[src/rtl/conv_accumulator_pkg.sv]
// Definitions shared by the convolution datapath stages: the multiplier,
// the accumulator and pooling.
package conv_accumulator_pkg;

    localparam int CNN_PROD_W = 16;
    localparam int BIAS_W     = 16;
    localparam int Q_W        = 8;
    localparam int Q_MAX      = 127;
    localparam int Q_MIN      = -128;

    function automatic int clog2(input int value);
        int result = 0;
        int remaining = value - 1;
        while (remaining > 0) begin
            result++;
            remaining = remaining >> 1;
        end
        return result;
    endfunction

endpackage

[src/rtl/conv_accumulator_requant_sat.sv]
// Requantises a signed accumulator value to an 8-bit activation:
// round-half-up, arithmetic shift, optional ReLU, then saturate.
module requant_sat
    import conv_accumulator_pkg::*;
#(
    parameter int ACC_W = 24,
    parameter int SHIFT = 5,
    parameter int RELU  = 1
) (
    input  logic [ACC_W-1:0] value,
    output logic [Q_W-1:0]   q
);

    // One guard bit so the rounding add cannot wrap at the top of the range.
    localparam int EXT_W = ACC_W + 1;
    localparam logic signed [EXT_W-1:0] HI = EXT_W'(Q_MAX);
    localparam logic signed [EXT_W-1:0] LO = EXT_W'(Q_MIN);

    logic signed [EXT_W-1:0] wide;
    logic signed [EXT_W-1:0] shifted;
    logic signed [EXT_W-1:0] clipped;

    assign wide = {value[ACC_W-1], value};

    if (SHIFT > 0) begin : g_round
        localparam logic signed [EXT_W-1:0] HALF = EXT_W'(1) << (SHIFT - 1);
        assign shifted = (wide + HALF) >>> SHIFT;
    end else begin : g_pass
        assign shifted = wide;
    end

    always_comb begin
        clipped = shifted;
        if (RELU != 0 && shifted[EXT_W-1]) begin
            clipped = '0;
        end
        q = clipped[Q_W-1:0];
        if (clipped > HI) begin
            q = Q_W'(Q_MAX);
        end else if (clipped < LO) begin
            q = Q_W'(Q_MIN);
        end
    end

endmodule

[src/rtl/conv_accumulator.sv]
// Accumulates KERNEL_N signed products onto a per-window bias and holds the
// requantised window sum in a valid/ready output register.
module conv_accumulator
    import conv_accumulator_pkg::*;
#(
    parameter int PROD_W   = CNN_PROD_W,
    parameter int ACC_W    = 24,
    parameter int KERNEL_N = 9,
    parameter int SHIFT    = 5,
    parameter int RELU     = 1
) (
    input  logic              CLK,
    input  logic              RST,
    input  logic [PROD_W-1:0] P_IN,
    input  logic              P_VALID,
    output logic              IN_READY,
    input  logic [BIAS_W-1:0] BIAS,
    input  logic              CLEAR,
    output logic [ACC_W-1:0]  ACC_OUT,
    output logic [Q_W-1:0]    Q_OUT,
    output logic              OUT_VALID,
    input  logic              OUT_READY
);

    localparam int CNT_W = (KERNEL_N > 1) ? clog2(KERNEL_N) : 1;
    localparam logic [CNT_W-1:0] LAST = CNT_W'(KERNEL_N - 1);

    logic [CNT_W-1:0]        cnt;
    logic signed [ACC_W-1:0] acc;
    logic signed [ACC_W-1:0] p_ext;
    logic signed [ACC_W-1:0] bias_ext;
    logic signed [ACC_W-1:0] sum;
    logic [Q_W-1:0]          q_next;
    logic                    is_last;
    logic                    accept;

    assign p_ext    = {{(ACC_W-PROD_W){P_IN[PROD_W-1]}}, P_IN};
    assign bias_ext = {{(ACC_W-BIAS_W){BIAS[BIAS_W-1]}}, BIAS};
    assign is_last  = (cnt == LAST);
    // Only the final term can stall, and only while the held result is unconsumed.
    assign IN_READY = !(is_last && OUT_VALID && !OUT_READY);
    assign accept   = P_VALID && IN_READY && !CLEAR;
    // A window's first term starts from the bias; with KERNEL_N==1 cnt stays 0.
    assign sum      = ((cnt == '0) ? bias_ext : acc) + p_ext;

    requant_sat #(
        .ACC_W (ACC_W),
        .SHIFT (SHIFT),
        .RELU  (RELU)
    ) u_requant (
        .value (sum),
        .q     (q_next)
    );

    always_ff @(posedge CLK) begin
        if (RST) begin
            cnt       <= '0;
            acc       <= '0;
            ACC_OUT   <= '0;
            Q_OUT     <= '0;
            OUT_VALID <= 1'b0;
        end else begin
            if (CLEAR) begin
                cnt <= '0;
                acc <= '0;
            end else if (accept) begin
                acc <= sum;
                cnt <= is_last ? '0 : cnt + CNT_W'(1);
            end

            if (accept && is_last) begin
                ACC_OUT   <= sum;
                Q_OUT     <= q_next;
                OUT_VALID <= 1'b1;
            end else if (OUT_READY) begin
                OUT_VALID <= 1'b0;
            end
        end
    end

endmodule

[config.mk]
export PLATFORM = sky130hd
export DESIGN_NAME = conv_accumulator
export DESIGN_NICKNAME = d
export VERILOG_FILES = /design/src/rtl/conv_accumulator_pkg.sv /design/src/rtl/conv_accumulator_requant_sat.sv /design/src/rtl/conv_accumulator.sv
export SDC_FILE = /design/constraint.sdc
export NUM_CORES = 1
export LEC_CHECK = 0
export ABC_AREA = 0
export ABC_CLOCK_PERIOD_IN_PS = 6790
export BUFFER_PORTS_ARGS = -buffer_cell sky130_fd_sc_hd__clkbuf_2
export CAP_MARGIN = 10
export CORE_UTILIZATION = 57
export CTS_CLUSTER_DIAMETER = 200
export DETAILED_ROUTE_END_ITERATION = 8
export GPL_TIMING_DRIVEN = 1
export HOLD_SLACK_MARGIN = 0.02
export PLACE_DENSITY_LB_ADDON = 0.05
export SLEW_MARGIN = 20
export SYNTH_ARGS = -nofsm -noshare
export SYNTH_HDL_FRONTEND = slang
export SYNTH_SLANG_ARGS = --single-unit
[constraint.sdc]
create_clock -name CLK -period 6.79 [get_ports CLK]
set_input_delay 0.3395 -clock CLK [delete_from_list [all_inputs] [get_ports CLK]]
set_output_delay 0.3395 -clock CLK [all_outputs]
set_load 0.03 [all_outputs]
== After elaboration in Yosys (flattened, before gate mapping) ==
Index checks and enable logic that the tools add are counted.

* Output and inout bits: 34
* Flip-flop bits (word level): 61

* Add/subtract/negate cells: 3
* $lt $le $gt $ge: 2
* Multiplexer cells: 7
* Reduce and logical (&&, ||, !) cells: 11
* Equality and inequality tests: 1

{| class="wikitable"
|+ Operators by type and width
! kind !! count
|-
| $add A24 B6 Y25 const B || 1
|-
| $gt A25 B8 Y1 const B || 1
|-
| $lt A25 B8 Y1 const B || 1
|-
| $add A24 B16 Y24 || 1
|-
| $mux W24 || 1
|-
| $mux W19 || 1
|-
| $mux W8 || 2
|-
| $logic_and A1 B1 Y1 || 5
|-
| $add A4 B1 Y4 const B || 1
|-
| $eq A4 B4 Y1 const B || 1
|-
| $logic_not A4 Y1 || 1
|-
| $mux W4 || 1
|-
| $logic_not A1 Y1 || 3
|-
| $mux W1 || 2
|-
| $reduce_bool A2 Y1 || 1
|-
| $reduce_or A2 Y1 || 1
|}

== Longest topological paths before layout ==
* Word-level depth: 8
* Mapped depth: 22
* Mapped depth without buffers: 19

== Cells and area by module ==
Synthesis repeated with hierarchy kept, for this count alone.

* Cells, all modules: 605
* Area total of the unflattened synthesis: 4,409.2 um^2

{| class="wikitable"
|+ By module, submodules not included
! module !! cells each !! instances !! area an instance (um^2)
|-
| conv_accumulator || 532 || 1 || 3,923.8
|-
| requant_sat || 73 || 1 || 485.5
|}

== Least setup slack after synthesis ==
OpenSTA, ideal clock, no wires.

* Path type: reg2reg
* Start point: reg cnt[0]
* End point: reg Q_OUT[0]
* Stages on the path, launching flop included: 22
* Path buffers: 2
* Path slack: 2.039 ns
* Data arrival time: 4.632 ns
* Cells stage by stage: dfxtp_1 -> inv_1 -> ha_1 -> nor3b_1 -> clkbuf_1 -> nand2_1 -> nand2_1 -> ha_1 -> inv_1 -> fa_1 -> nand2b_1 -> a211oi_2 -> o31ai_1 -> xor2_1 -> nand2b_1 -> nor3_1 -> mux2_2 -> o21ai_1 -> nand4_1 -> or4_1 -> buf_2 -> o221a_1

* Cells in the longest elaborated chain, start to end: 8
* Elaborated cells between the ends (all ways): 16
* Those cells by class: add/sub: 2; order compare: 2; eq/ne: 1; mux: 4; reduce/logical: 7

{| class="wikitable"
|+ Ends and longest elaborated chain
! element !! line !! text
|-
| start, declared || conv_accumulator.sv:28 || <nowiki>logic [CNT_W-1:0] cnt;</nowiki>
|-
| start signal, assigned || conv_accumulator.sv:68 || <nowiki>cnt <= is_last ? '0 : cnt + CNT_W'(1);</nowiki>
|-
| $logic_not A4 Y1 || conv_accumulator.sv:44 || <nowiki>assign sum = ((cnt == '0) ? bias_ext : acc) + p_ext;</nowiki>
|-
| $mux W24 || conv_accumulator.sv:44 ||
|-
| $add A24 B16 Y24 || conv_accumulator.sv:44 ||
|-
| $add A24 B6 Y25 || conv_accumulator_requant_sat.sv:27 || <nowiki>assign shifted = (wide + HALF) >>> SHIFT;</nowiki>
|-
| $mux W19 || conv_accumulator_requant_sat.sv:34 || <nowiki>if (RELU != 0 && shifted[EXT_W-1]) begin</nowiki>
|-
| $lt A25 B8 Y1 || conv_accumulator_requant_sat.sv:40 || <nowiki>end else if (clipped < LO) begin</nowiki>
|-
| $mux W8 || conv_accumulator_requant_sat.sv:40 ||
|-
| $mux W8 || conv_accumulator_requant_sat.sv:38 || <nowiki>if (clipped > HI) begin</nowiki>
|-
| end signal, assigned || conv_accumulator.sv:73 || <nowiki>Q_OUT <= q_next;</nowiki>
|-
| end, declared || conv_accumulator.sv:20 || <nowiki>output logic [Q_W-1:0] Q_OUT,</nowiki>
|}

Several ways; a longest one is shown, not always the timed one.
A chain may end at the register's enable or synchronous reset.

== Worst setup path in the final report ==
Ends and elaborated chain as after synthesis.

==> flow_metrics.env <==
export IMPL_overflow=0
export IMPL_cts_tree="built"
export IMPL_reg2reg_slack_ns=1.50
export IMPL_crit_type="flip-flop to flip-flop"
export IMPL_fmax_ghz=0.189
export IMPL_fp_dieH_um=85.8
export IMPL_ys_seq_area_share_pct=30.5
export IMPL_fin_crit_ns=5.29
export IMPL_status="complete, no violations"
export IMPL_ys_ff_latch=61
export IMPL_layout_drive_gt1_share_pct=17.5
export IMPL_p_clk_share_pct=32.3
export IMPL_power_internal_uw=668
export IMPL_power_frac_seq_pct=36.5
export IMPL_drc=0
export IMPL_core_um2=6790
export IMPL_synth_net_count=605
export IMPL_synth_largest_area_cell="dfxtp_1"
export IMPL_pwr_density_cell_nw_per_um2=221
export IMPL_cts_buffers=9
export IMPL_pin_count=71
export IMPL_rows=30
export IMPL_first_pass_iters=5
export IMPL_synthArstFlopShare_pct=0
export IMPL_groute_usage_overall_pct=30.4
export IMPL_post_route_period_util_pct=78.0
export IMPL_yosys_cell_count_top_type="nand2_1"
export IMPL_maxCapViolCount=0
export IMPL_grt_pass1_vias=3639
export IMPL_setup_tns_ns=0
export IMPL_sw_frac_of_total_pct=34.4
export IMPL_setup_slack_ns=1.50
export IMPL_cts_hold_buffers=0
export IMPL_tightest_slew_ns=1.08
export IMPL_start_kind="flip-flop"
export IMPL_wl_per_cell_um=15.2
export IMPL_worstHoldPathType="input pin to flip-flop"
export IMPL_p_total_mw=1.02
export IMPL_yosysUniqueCellTypes=60
export IMPL_final_max_slew_viol_count=0
export IMPL_slew_headroom_pct=28.2
export IMPL_synth_edf_count=0
export IMPL_crit_path_end_kind="flip-flop"
export IMPL_grt_setup_unrepaired="no"
export IMPL_post_cts_resize_count=0
export IMPL_synth_area_um2=4000
export IMPL_die_w_um=85.8
export IMPL_hold_viol_final=0
export IMPL_routed_wl_um=10600
export IMPL_ant_nets=0
export IMPL_path_clk_slew_ns=0.06
export IMPL_vias_per_cell=5.75
export IMPL_combPwrFrac_pct=31.2
export IMPL_fin_area_um2=4600
export IMPL_clock_root_buffer="clkbuf_8"
export IMPL_dp_hpwl_um=7840
export IMPL_critPathMaxFanout=24
export IMPL_vias=4005
export IMPL_cts_buffer_depth=2
export IMPL_nets=662
export IMPL_clock_skew_ns=0.0123
export IMPL_syn_to_final_growth_pct=15.0
export IMPL_synth_top_cell_area_share_pct=30.5
export IMPL_start_util_pct=58.9
export IMPL_grt_pass1_wl_um=17500
export IMPL_finalSetupViolCount=0
export IMPL_switching_power_uw=351
export IMPL_cts_sinks=61
export IMPL_post_cts_buffers=0
export IMPL_clkLatencyLatePin_ns=0.35
export IMPL_peakVddDrop_uv=146
export IMPL_synth_ff_type="dfxtp_1"
export IMPL_cts_htree_levels=3
export IMPL_nFillCells=599
export IMPL_synth_common_cells="nand2_1 (143), a21oi_1 (69), dfxtp_1 (61)"
export IMPL_synthTopCellsByArea="dfxtp_1 (31%), nand2_1 (13%), a21oi_1 (8.6%), ha_1 (8.4%), nor2_1 (4.1%)"
export IMPL_die_area_um2=7360
export IMPL_post_place_ws_ns=1.36
export IMPL_synth_area_per_cell_um2=7.41
export IMPL_grt_max_degree=36
export IMPL_drtIter0Drc=309
export IMPL_antenna_found_initial=0
export IMPL_antennaDiodeCount=0
export IMPL_synth_warning_count=0
export IMPL_worstPathRequired_ns=7.02
export IMPL_leakagePower_nw=1.98
export IMPL_crit_arrival_ns=5.53
export IMPL_gp_congestion=0.973
export IMPL_place_area_um2=4400
export IMPL_synthCells=540
export IMPL_port_buffer_count=70
state kept, by name, indices dropped and copies added, names as in the netlist:
register / flops
ACC_OUT: 24
acc: 24
Q_OUT: 8
cnt: 4
OUT_VALID: 1
worst paths after layout:
| check | cells past startpoint | end | startpoint |
|---|---|---|---|
| max | 19 | Q_OUT[0]$_SDFFE_PP0P_ | cnt[0]$_SDFFE_PP0P_ |
| min | 3 | OUT_VALID$_SDFFE_PP0P_ | OUT_READY |
| max reg2reg | 19 | Q_OUT[0]$_SDFFE_PP0P_ | cnt[0]$_SDFFE_PP0P_ |
| min reg2reg | 2 | ACC_OUT[3]$_SDFFE_PP0P_ | ACC_OUT[3]$_SDFFE_PP0P_ |
metal layers:
metal  vias to the layer above  global-route usage (%)  wire length, um
met5                         -                       0                0
met2                       146                    48.1             4840
met3                        12                    6.06              753
li1                       1987                       -                -
met1                      1860                    41.7             4840
met4                         0                    9.55              123
worst max-delay path: stages (launching register included):
cell and delay, ns:
dfxtp_1 0.40, inv_1 0.06, ha_1 0.22, or3b_2 0.56
nand2_1 0.11, nand2_1 0.10, ha_1 0.20, inv_1 0.07
fa_1 0.39, nand2b_1 0.19, a211oi_2 0.31, nor2_1 0.09
xnor2_1 0.46, nand3_1 0.24, nor3_2 0.35, nand4_1 0.22
nor2_1 0.24, a31oi_1 0.14, or4_1 0.56, o221a_1 0.28
final cells by class:
type	instances	area (um^2)	share of cell area (%)
multi-input cells	444	2660	57.8
flip-flops and latches	61	1220	26.5
repair buffers	72	365	7.94
clock buffers	11	151	3.29
well taps	96	120	2.61
clock inverters	4	47.5	1.03
inverters	9	33.8	0.734
layout by cell type, fill, tap and decap left out, types with 3 or more instances in the layout:
cell type and instances:
nand2_1 143, clkbuf_2 70, a21oi_1 69, dfxtp_1 61, nor2_1 44, ha_1 27
xor2_1 18, xnor2_1 14, a21o_1 12, clkbuf_8 11, a211oi_1 10, inv_1 9
nor3_1 8, nand3_1 8, o221a_1 7, nand4_1 6, nand2b_1 5, and2_1 5
o21ai_1 5, o21ai_0 5, or2_2 4, o211ai_1 3, a31oi_1 3, o21a_1 3
metrics by stage:
stage	hold WS (ns)	std cells	utilization [%]
after CTS	0.266	697	67.6
after global routing	0.298	697	67.7
after global placement	0.442	682	64.7
final	0.277	697	67.7
after detailed placement	0.446	682	64.7
after floorplan	0.437	540	-
power by group through the flow:
stage,clock [mW],combinational (mW),sequential [mW]
after detailed placement,0,0.311,0.379
final,0.330,0.318,0.371
after global placement,0,0.304,0.379
after global routing,0.350,0.351,0.372
after CTS,0.336,0.313,0.371
after floorplan,0,0.236,0.378
cell families (layout without fill, tap and decap cells):
group                      Yosys count  after routing  synth area share [%]
muxes                                2              2                 0.532
DFF                                 61             61                  30.5
AOI/OAI and AO/OA                  138            138                  22.4
adders and majority gates           28             28                  8.94
and+or+nand+nor                    241            241                  26.0
xor gates and xnor gates            35             35                  8.22
buffers and inverters               35             96                  3.38
No activity file was read; power rests on OpenSTA's default activity.
